File: config.mk
export PLATFORM = sky130hd
export DESIGN_NAME = if_id_buffer
export DESIGN_NICKNAME = d
export VERILOG_FILES = /design/src/rtl/if_id_buffer.sv
export SDC_FILE = /design/constraint.sdc
export NUM_CORES = 1
export LEC_CHECK = 0
export ABC_AREA = 1
export ABC_CLOCK_PERIOD_IN_PS = 7800
export CAP_MARGIN = 20
export CORE_MARGIN = 2
export CORE_UTILIZATION = 48
export DETAILED_ROUTE_END_ITERATION = 10
export PLACE_DENSITY_LB_ADDON = 0.3
export RECOVER_POWER = 25
export SYNTH_ARGS = -nofsm -noshare
export SYNTH_HDL_FRONTEND = slang
export SYNTH_SLANG_ARGS = --single-unit
File: constraint.sdc
create_clock -name clk -period 7.8 [get_ports clk]
set_input_delay 0.78 -clock clk [delete_from_list [all_inputs] [get_ports clk]]
set_output_delay 0.78 -clock clk [all_outputs]
set_load 0.05 [all_outputs]
File: src/rtl/if_id_buffer.sv
// IF/ID pipeline buffer: a small circular queue of {pc, instr} pairs between fetch and decode,
// with valid/ready handshakes on both sides and a flush that drops everything in flight.
module if_id_buffer #(
    parameter int unsigned DEPTH     = 2,
    parameter logic [31:0] NOP_INSTR = 32'h00000013
) (
    input  logic        clk,
    input  logic        rst,
    input  logic [31:0] i_pc,
    input  logic [31:0] i_instr,
    input  logic        i_valid,
    output logic        o_if_ready,
    output logic [31:0] o_pc,
    output logic [31:0] o_instr,
    output logic [31:0] o_pc_plus4,
    output logic        o_misaligned,
    output logic        o_valid,
    input  logic        i_id_ready,
    input  logic        i_flush
);

    localparam int unsigned PW = (DEPTH > 1) ? $clog2(DEPTH) : 1;
    localparam int unsigned CW = $clog2(DEPTH) + 1;
    localparam logic [CW-1:0] FULL_COUNT = CW'(DEPTH);

    logic [31:0]   r_pc_mem    [DEPTH];
    logic [31:0]   r_instr_mem [DEPTH];
    logic [PW-1:0] r_wr_ptr;
    logic [PW-1:0] r_rd_ptr;
    logic [CW-1:0] r_count;

    logic w_push;
    logic w_pop;

    // Ready/valid come only from the registered count, so there is no i_* -> o_* path.
    assign o_if_ready = (r_count != FULL_COUNT);
    assign o_valid    = (r_count != '0);
    assign w_push     = i_valid && o_if_ready;
    assign w_pop      = o_valid && i_id_ready;

    assign o_pc         = o_valid ? r_pc_mem[r_rd_ptr] : 32'h0;
    assign o_instr      = o_valid ? r_instr_mem[r_rd_ptr] : NOP_INSTR;
    assign o_pc_plus4   = o_pc + 32'd4;
    assign o_misaligned = o_valid && (o_pc[1:0] != 2'b00);

    always_ff @(posedge clk) begin
        if (rst) begin
            r_wr_ptr <= '0;
            r_rd_ptr <= '0;
            r_count  <= '0;
        end else if (i_flush) begin
            r_wr_ptr <= '0;
            r_rd_ptr <= '0;
            r_count  <= '0;
        end else begin
            if (w_push) begin
                r_wr_ptr <= r_wr_ptr + PW'(1);
            end
            if (w_pop) begin
                r_rd_ptr <= r_rd_ptr + PW'(1);
            end
            unique case ({w_push, w_pop})
                2'b10:   r_count <= r_count + CW'(1);
                2'b01:   r_count <= r_count - CW'(1);
                default: r_count <= r_count;
            endcase
        end
    end

    // Storage needs no reset; entries are only observed once count covers them.
    always_ff @(posedge clk) begin
        if (w_push && !rst && !i_flush) begin
            r_pc_mem[r_wr_ptr]    <= i_pc;
            r_instr_mem[r_wr_ptr] <= i_instr;
        end
    end

endmodule

==> results of run 1 <==
-- sequential cells by signal, summed over array words and instances (netlist names), named ones only --
| signal | count |
|---|---|
| r_instr_mem | 64 |
| r_pc_mem | 64 |
| r_count | 2 |
| r_rd_ptr | 1 |
| r_wr_ptr | 1 |
-- final cells by class --
type	count	area, um^2	share of cell area, %
Antenna cell	2	5.00	0.0590
Clock buffer	19	433	5.10
Clock inverter	13	124	1.46
Inverter	45	170	2.01
Multi-Input combinational cell	417	1850	21.8
Sequential cell	133	3950	46.5
Tap cell	172	215	2.54
Timing Repair Buffer	173	1740	20.5
-- kinds of logic after synthesis --
kind of cell / share of synthesized area [%]
buffers and inverters: 5.31
flip-flops: 64.6
XOR/XNOR: 2.01
AND/OR/NAND/NOR: 24.7
AO/OA/AOI/OAI: 2.97
adder cells (fa/ha/maj): 0.410
-- critical path, cell delays in order (launching register included) --
cell and delay, ns:
dfxtp_2 0.52, buf_12 0.27, inv_2 0.42, buf_12 0.26
nor2_1 0.06, nor2_1 0.08, nand2_1 0.16, inv_1 0.16
ha_1 0.23, inv_1 0.12, nor2_2 0.22, inv_2 0.09
nor2_2 0.17, xor2_1 0.15, clkdlybuf4s50_1 0.81
-- cell usage after synthesis --
library cell    n  area (um^2)
nor3_1          2         10.0
inv_1          42          158
a21oi_1        33          165
buf_1           6         22.5
buf_2           6         30.0
o21ai_0         2         10.0
nor2_2          9         56.3
buf_6           3         33.8
nor2_4          3         33.8
nor3b_1         1         7.51
ha_1            2         25.0
or2_1           1         6.26
clkbuf_1        4         15.0
nor2_1         49          184
dfxtp_1         5          100
edfxtp_1      128         3840
buf_8           1         15.0
inv_2           2         7.51
nand2_1       247          927
nand2_2         6         37.5
o22ai_1         1         6.26
nand3_1        43          215
nand3_2         2         20.0
xor2_1         14          123
clkinv_2        1         5.00
or2_2           2         12.5
buf_4           5         37.5
-- worst min-delay path by stage --
stage          endpoint  startpoint  slack (ns)  cells after the start
6_report       r_wr_ptr    r_wr_ptr        0.46                      2
5_1_grt        r_wr_ptr    r_wr_ptr        0.50                      2
4_1_cts        r_wr_ptr    r_wr_ptr        0.47                      2
3_5_place_dp   r_wr_ptr    r_wr_ptr        0.46                      2
3_3_place_gp   r_wr_ptr    r_wr_ptr        0.45                      2
2_1_floorplan  r_wr_ptr    r_wr_ptr        0.44                      2
-- through the flow --
stage	power, mW	hold WS (ns)
floorplan	0.959	0.440
global placement	1.05	0.449
detailed placement	1.06	0.457
CTS	1.79	0.466
global route	1.83	0.496
finish	1.77	0.463
-- metal layers --
layer | share of wire [%] | up-vias | routed length [um]
met5 | 0.087 | - | 13
met4 | 1.7 | 2 | 258
met3 | 8.8 | 18 | 1310
met2 | 49 | 232 | 7310
met1 | 41 | 2273 | 6060
li1 | - | 2372 | -
-- power breakdown --
group | internal [mW] | switching (mW)
combinational | 0.0801 | 0.157
clock | 0.441 | 0.292
sequential | 0.798 | 0.00487
total | 1.32 | 0.453
==> results.md, run 1 <==
- Startpoint type of the worst setup path: register
- Postcts setup bufs: 0
- Post-route cell area: 8490 um^2
- Antenna violations before repair: 3
- Pre-CTS setup slack: 3.09 ns
- Post-Route Setup TNS: 0 ns
- Routed WL per cell: 15.4 um
- Crit end category: output pin
- Flops & latches, synth: 133
- Worst EP arrival: 4.15 ns
- FP Rows: 41
- CTS tree: built
- DRT Pass-1 Iters: 5
- R2R Path Start: r_count[1]
- Minimum clock period: 4.93 ns
- Remaining DRCs: 0
- Worst Tran Pin Value: 0.783 ns
- Global-route wire length before repair: 23100 um
- Placed insts: 939
- Routed Antenna Nets: 0
- GR Util met3: 6.59%
- Fin nets: 858
- PnR worst setup slack: 2.87 ns
- Sinks on Clock Net: 133
- GR Util All Layers: 22.7%
- Crit Path Max Fanout: 34
- CTS Hold Bufs: 0
- Max-slew headroom: 47.8%
- Most frequent cells in the layout: nand2_1 (247), edfxtp_1 (128), clkdlybuf4s50_1 (121), nor2_1 (48), dlygate4sd3_1 (46)
- Leak: 3.25 nW
- Grt met1 use: 27.4%
- Final std cells w/o fill: 974
- Final setup vio count: 0
- Die width: 117 um
- Reg2Reg Capture Point: r_count[1]
- Layout cells sized above 1: 8.00%
- Vias in the first global route: 4751
- Cell count of the worst reg-to-reg path: 10
- Mapped Nets: 691
- WL final: 15000 um
- Post-synthesis cell count: 620
- Met2 Use GR: 38.3%
- PostCTS Resize Cnt: 0
- Worst hold path class: reg -> reg
- H-tree depth: 4
- Slack of the worst reg-to-reg path: 5.34 ns
- Fin. Hold Viols: 0
- Grt peak-use layer: met2
- Crit path to: o_pc_plus4[14]
- Filler cells: 961
- Worst EP required: 7.02 ns
- Most common cell after layout, fill and taps aside: nand2_1
- Max Cap Violations: 0
- Core ar.: 12500 um^2
- Synth Area per Inst: 9.85 um^2
- DR iter-0 viols: 368
- Post-DP HPWL: 10700 um
- Fin. max-slew vios: 0
- Status: finished, final reports clean
- Synthesized cell area: 6110 um^2
- Reg clk slew, reported paths: 0.06 ns
- Chip height: 117 um
- Starting Density: 48.8%
- CP Class: reg -> out
- IO Port Bufs: 167
- Peak Freq: 203 MHz
- Global placer's final weighted congestion: 1.03
- Clk_lat worst skew: 0.40 ns
- Ys Warns: 0
- Post-DP Area: 7900 um^2
- Worst VDD drop: 0.142 mV
- Unrepaired setup endpoints after global routing: no
- Clock root buffer: clkbuf_16
- Largest net degree at the start of global routing: 65
- Inserted Clock Buffers: 17
- CTS Buffer Depth: 2
- PD cells: 209 nW/um^2
- # IOs: 168
- DR vias: 4897
- Sequential area share after synthesis: 64.6%
- Skew final: 0.00777 ns
- Final Cycle Share: 63.2%
- Full die area: 13600 um^2
- Final core utilization: 67.8%
- Global route overflow: 0
- DR vias/cell: 5.03
- Area grow syn2layout: 38.9%
- Cell variety after synth: 27
Note: power is estimated with default switching activity, not from simulation.
==> inputs of run 2 (changes only) <==
Settings changed: ABC_CLOCK_PERIOD_IN_PS 7800 to 5100.
Clock period 7.8 ns to 5.1 ns, I/O delays scaled along.
==> run 2 against run 1 <==
Compared with the run above: design area is 1.2% higher; die area stayed put; power up 62%; register-to-register slack worse by 2.5 ns; first-iteration DRC count up 1.9%; largest cell class unchanged; critical path type unchanged; cell count grew 0.31%; largest power group is now clock; sequential share of layout area shrank 0.53 points; clock power up 73%; non-clock buffer count is 2 higher; via count shrank 0.33%.
==> results.md, run 2 (same netlist as run 1, synthesis figures left out) <==
- Status: finished, final reports clean
- Reg clk slew, reported paths: 0.06 ns (about the same)
- Starting Density: 48.8% (unchanged)
- Chip height: 117 um (unchanged)
- Hold Path End: r_wr_ptr
- CTS Buffer Depth: 2 (unchanged)
- Startpoint type of the worst setup path: register
- Slack of the worst reg-to-reg path: 2.80 ns (-2.54 ns)
- Global-route wire length before repair: 23800 um (+3.2%)
- Critical path's top delay family: buffers and inverters
- Routed WL per cell: 15.6 um (+1.6%)
- Worst VDD drop: 0.223 mV (+57%)
- Leak: 3.31 nW (+1.9%)
- Final Cycle Share: 80.1%
- Area grow syn2layout: 40.5%
- Clock share of power: 44.4% (+3.1 points)
- Worst EP required: 4.59 ns (-2.43 ns)
- PostCTS Resize Cnt: 0 (unchanged)
- Skew final: 0.00764 ns (-0.000134 ns)
- Global placer's final weighted congestion: 1.03 (-0.41%)
- Internal Power: 2.16 mW (+64%)
- FP Rows: 41 (unchanged)
- Critical path's largest stage delay: 0.79 ns (-0.02 ns)
- Crit Path Max Fanout: 64 (+88%)
- Hold Path Cell Cnt: 2 (unchanged)
- Final std cells w/o fill: 977 (+0.31%)
- Cell count of the worst reg-to-reg path: 10 (unchanged)
- Filler cells: 967 (+0.62%)
- Post-Route Setup TNS: 0 ns (unchanged)
- Fin nets: 860 (+0.23%)
- Peak Freq: 245 MHz
- Critical path cell sequence: buf_4 > or2_1 > nand2_1 > inv_1 > ha_1 > inv_1 > nor2_2 > inv_2 > nor2_4 > nand3_1 > nand2_1 > clkdlybuf4s50_1
- IO Port Bufs: 167 (unchanged)
- Layout cells sized above 1: 8.48% (+0.48 points)
- Sequential share of power: 42.8% (-2.5 points)
- DR vias: 4881 (-0.33%)
- R2R Path Start: r_count[1]
- H-tree depth: 4 (unchanged)
- Most common cell after layout, fill and taps aside: nand2_1
- Global route overflow: 0 (unchanged)
- CP Class: reg -> out
- Net Sw Frac: 24.5% (-1.1 points)
- WP buf/inv: 5 (-2)
- Postcts setup bufs: 0 (unchanged)
- Core ar.: 12500 um^2 (unchanged)
- Largest net degree at the start of global routing: 65 (unchanged)
- Min-delay src: r_wr_ptr
- Fin. max-slew vios: 0 (unchanged)
- Worst hold path class: reg -> reg
- Max-slew headroom: 44.5% (-3.3 points)
- DR vias/cell: 5.00 (-0.63%)
- Placed insts: 941 (+0.21%)
- Vias in the first global route: 4874 (+2.6%)
- Crit end category: output pin
- PD cells: 334 nW/um^2 (+60%)
- Worst Tran Pin Value: 0.831 ns (+0.0479 ns)
- WL final: 15200 um (+1.9%)
- Post-DP HPWL: 11100 um (+3.3%)
- Unrepaired setup endpoints after global routing: no
- Remaining DRCs: 0 (unchanged)
- Final core utilization: 68.6% (+0.78 points)
- GR Util All Layers: 23.4% (+0.64 points)
- Die width: 117 um (unchanged)
- Fin. Hold Viols: 0 (unchanged)
- Worst EP arrival: 3.58 ns (-0.57 ns)
- Routed Antenna Nets: 0 (unchanged)
- Reg2Reg Capture Point: r_count[1]
- Max Cap Violations: 0 (unchanged)
- Top Registers: r_instr_mem (64), r_pc_mem (64), r_count (2)
- Sinks on Clock Net: 133 (unchanged)
- Inserted Clock Buffers: 17 (unchanged)
- CTS tree: built
- Minimum clock period: 4.09 ns
- Most frequent cells in the layout: nand2_1 (247), edfxtp_1 (128), clkdlybuf4s50_1 (119), nor2_1 (48), dlygate4sd3_1 (46)
- Slowest stage cell, crit path: clkdlybuf4s50_1
- DR iter-0 viols: 375 (+1.9%)
- # IOs: 168 (unchanged)
- DRT Pass-1 Iters: 5 (unchanged)
- Comb power frac: 12.7% (-0.7 points)
- CTS Hold Bufs: 0 (unchanged)
- Sw Pwr: 0.701 mW (+55%)
- Antenna violations before repair: 5 (+2)
- Final setup vio count: 0 (unchanged)
- Full die area: 13600 um^2 (unchanged)
- Clock root buffer: clkbuf_16
- Clk_lat worst skew: 0.42 ns (+0.02 ns)
==> run 2: cell count changes in the layout (fill, tap and decap cells not counted), sizes merged <==
cell	delta
buf	+4
clkdlybuf4s50	-2
clkbuf	-2
inv	-2
bufinv	+3
diode	+1
clkinvlp	-3
clkinv	+4
==> run 2: routing by layer <==
metal  share of wire [%]  vias up  track usage, %  wire [um]
li1                    -     2377               -          -
met1                  39     2241            27.7       6000
met2                  49      223            39.3       7440
met3                 9.4       36            8.65       1440
met4                 2.2        4            8.63        335
met5                0.18        -               0         27
==> run 2: worst max path at each step <==
stage                           from           endpoint  slack (ns)  depth (start not counted)
after global routing        register     o_pc_plus4[29]        0.78                         11
after floorplan           r_count[0]  r_instr_mem[0][0]        0.93                          4
after global placement      register     o_pc_plus4[10]        1.54                         11
after CTS                   register     o_pc_plus4[26]        1.01                         12
final                       register     o_pc_plus4[26]        1.01                         12
after detailed placement    register     o_pc_plus4[26]        1.44                         12
==> run 2: cell type report <==
class | count | area [um^2] | share of cell area [%]
clock inverters | 15 | 203 | 2.36
well taps | 172 | 215 | 2.51
clock buffers | 17 | 425 | 4.96
flip-flops and latches | 133 | 3950 | 46.0
diodes | 3 | 7.51 | 0.0875
multi-input cells | 417 | 1860 | 21.6
repair buffers | 175 | 1760 | 20.5
inverters | 45 | 170 | 1.98
==> run 2: stage by stage <==
step	power [mW]	hold WS [ns]	setup WS [ns]	area, um^2
floorplan	1.47	0.441	0.933	6110
global placement	1.61	0.449	1.54	7920
detailed placement	1.62	0.463	1.44	7920
CTS	2.89	0.470	1.01	8550
global route	2.95	0.479	0.777	8580
finish	2.86	0.469	1.01	8580
==> run 2: worst register-to-register path, delay by kind of cell (launching register included) <==
kind                       cells  cell delay [ns]
buffers and inverters          3             0.49
adders and majority gates      1             0.28
and+or+nand+nor                6             1.11
DFF                            1             0.34
==> run 2: power groups by stage <==
stage          combinational [mW]  sequential (mW)  clock (mW)
4_1_cts                     0.373             1.23        1.29
6_report                    0.365             1.23        1.27
3_3_place_gp                0.366             1.25           0
3_5_place_dp                0.372             1.25           0
5_1_grt                     0.387             1.23        1.34
2_1_floorplan               0.216             1.25           0
==> inputs of run 3 (changes only) <==
Settings changed: ABC_CLOCK_PERIOD_IN_PS 5100 to 3900.
Clock period 5.1 ns to 3.9 ns, I/O delays scaled along.
==> run 3 against run 2 <==
Compared with the run above: die area did not move; power increased by 28%; hold slack lost 0.0033 ns; cell count up 0.20%; register-to-register slack got worse by 1.3 ns; utilization grew 1.4 points; highest routed layer unchanged.
==> results.md, run 3 (same netlist as run 1, synthesis figures left out) <==
- Reg clk slew, reported paths: 0.06 ns (about the same)
- Storage cell area: 3950 um^2 (unchanged)
- Top Registers: r_instr_mem (64), r_pc_mem (64), r_count (2)
- Inserted Clock Buffers: 17 (unchanged)
- Remaining DRCs: 0 (unchanged)
- CTS Hold Bufs: 0 (unchanged)
- WL final: 15500 um (+1.9%)
- Crit Path Max Fanout: 25 (-61%)
- Unrepaired setup endpoints after global routing: no
- CTS Buffer Depth: 2 (unchanged)
- Met3 Wirelength: 1400 um (-2.3%)
- Sinks on Clock Net: 133 (unchanged)
- Most frequent cells in the layout: nand2_1 (247), edfxtp_1 (128), clkdlybuf4s50_1 (54), nor2_1 (48), dlygate4sd3_1 (48)
- Layout cells sized above 1: 16.5% (+8.0 points)
- Core ar.: 12500 um^2 (unchanged)
- Multi-input gate area: 1860 um^2 (unchanged)
- Starting Density: 48.8% (unchanged)
- Critical path cell sequence: nor2_2 > clkinv_2 > nand2_1 > inv_1 > ha_1 > inv_1 > nor2_2 > inv_2 > nor2_2 > xor2_1 > buf_12
- PD cells: 417 nW/um^2 (+25%)
- GR Util All Layers: 22.8% (-0.55 points)
- Startpoint type of the worst setup path: register
- Postcts setup bufs: 0 (unchanged)
- Final Cycle Share: 84.1%
- Minimum clock period: 3.28 ns
- Area grow syn2layout: 43.3%
- Full die area: 13600 um^2 (unchanged)
- H-tree depth: 4 (unchanged)
- DR vias/cell: 5.03 (+0.63%)
- Global-route wire length before repair: 23500 um (-1.4%)
- Largest net degree at the start of global routing: 65 (unchanged)
- Worst EP required: 3.51 ns (-1.08 ns)
- Slowest stage cell, crit path: nor2_2
- M1 WL: 6120 um (+2.1%)
- WL met2: 7700 um (+3.4%)
- Fin. max-slew vios: 0 (unchanged)
- FP Rows: 41 (unchanged)
- Fin. Hold Viols: 0 (unchanged)
- DR iter-0 viols: 391 (+4.3%)
- Power Total: 3.65 mW (+28%)
- Vias in the first global route: 4923 (+1.0%)
- Antenna violations before repair: 6 (+1)
- PostCTS Resize Cnt: 0 (unchanged)
- CP Class: reg -> out
- Status: finished, final reports clean
- Most frequent CP cell: nor2_2
- DRT Pass-1 Iters: 5 (unchanged)
- Highest routed layer: met5
- Die width: 117 um (unchanged)
- Worst EP arrival: 2.89 ns (-0.69 ns)
- Routed Antenna Nets: 0 (unchanged)
- # IOs: 168 (unchanged)
- Clk_lat worst skew: 0.42 ns (about the same)
- Max-slew headroom: 41.2% (-3.2 points)
- Crit end category: output pin
- Worst hold path class: reg -> reg
- Skew final: 0.0126 ns (+0.00493 ns)
- Routed WL per cell: 15.9 um (+1.7%)
- Worst VDD drop: 0.384 mV (+72%)
- CTS tree: built
- DR vias: 4922 (+0.84%)
- Peak Freq: 305 MHz
- Global placer's final weighted congestion: 1.11 (+8.3%)
- Most common cell after layout, fill and taps aside: nand2_1
- Final setup vio count: 0 (unchanged)
- Leak: 3.50 nW (+5.7%)
- Fin nets: 860 (unchanged)
- Clock root buffer: clkbuf_16
- Global route overflow: 0 (unchanged)
- Critical path's largest stage delay: 0.44 ns (-0.35 ns)
- Max Cap Violations: 0 (unchanged)
- Post-DP HPWL: 11200 um (+1.1%)
- IO Port Bufs: 167 (unchanged)
- Chip height: 117 um (unchanged)
- Post-Route Setup TNS: 0 ns (unchanged)
- Worst Tran Pin Value: 0.882 ns (+0.0504 ns)
- Filler cells: 947 (-2.1%)
run 3: through the flow:
step	util (%)	worst slack (ns)	instance area [um^2]	hold slack, ns	cells
after floorplan	-	0.473	6120	0.441	620
after global placement	65.3	1.15	8170	0.448	942
final	69.9	0.621	8750	0.465	979
after CTS	69.8	0.625	8740	0.474	974
after detailed placement	65.3	1.07	8170	0.466	942
after global routing	69.9	0.397	8750	0.489	977
run 3: worst paths after layout:
kind | startpoint | end | slack (ns) | cells after the start
max reg2reg | r_count[0] | r_count[1] | 1.45 | 10
min reg2reg | r_wr_ptr | r_wr_ptr | 0.47 | 2
max | r_count[0] | o_pc_plus4[14] | 0.62 | 11
min | r_wr_ptr | r_wr_ptr | 0.47 | 2
run 3: cell type report:
type,count,area share [%]
Antenna cell,5,0.143
Clock buffer,17,4.86
Clock inverter,15,1.66
Inverter,45,1.94
Multi-Input combinational cell,417,21.2
Sequential cell,133,45.1
Tap cell,172,2.46
Timing Repair Buffer,175,22.6
run 3: where the power goes:
group | internal (mW) | switching, mW | leakage [nW]
clock | 0.894 | 0.641 | 0.273
sequential | 1.60 | 0.00822 | 1.20
combinational | 0.187 | 0.324 | 2.03
total | 2.68 | 0.973 | 3.50
run 3: routing by layer:
layer / up-vias / global-route usage (%)
li1: 2377 / -
met1: 2269 / 26.5
met2: 248 / 39.3
met3: 26 / 7.26
met4: 2 / 9.49
met5: - / 0
run 3: worst max-delay path: cells and delay by family (launching register included):
kind | cells | cell delay [ns]
XOR/XNOR | 1 | 0.22
adder cells (fa/ha/maj) | 1 | 0.22
buffers and inverters | 5 | 0.90
flip-flops | 1 | 0.36
AND/OR/NAND/NOR | 4 | 0.77
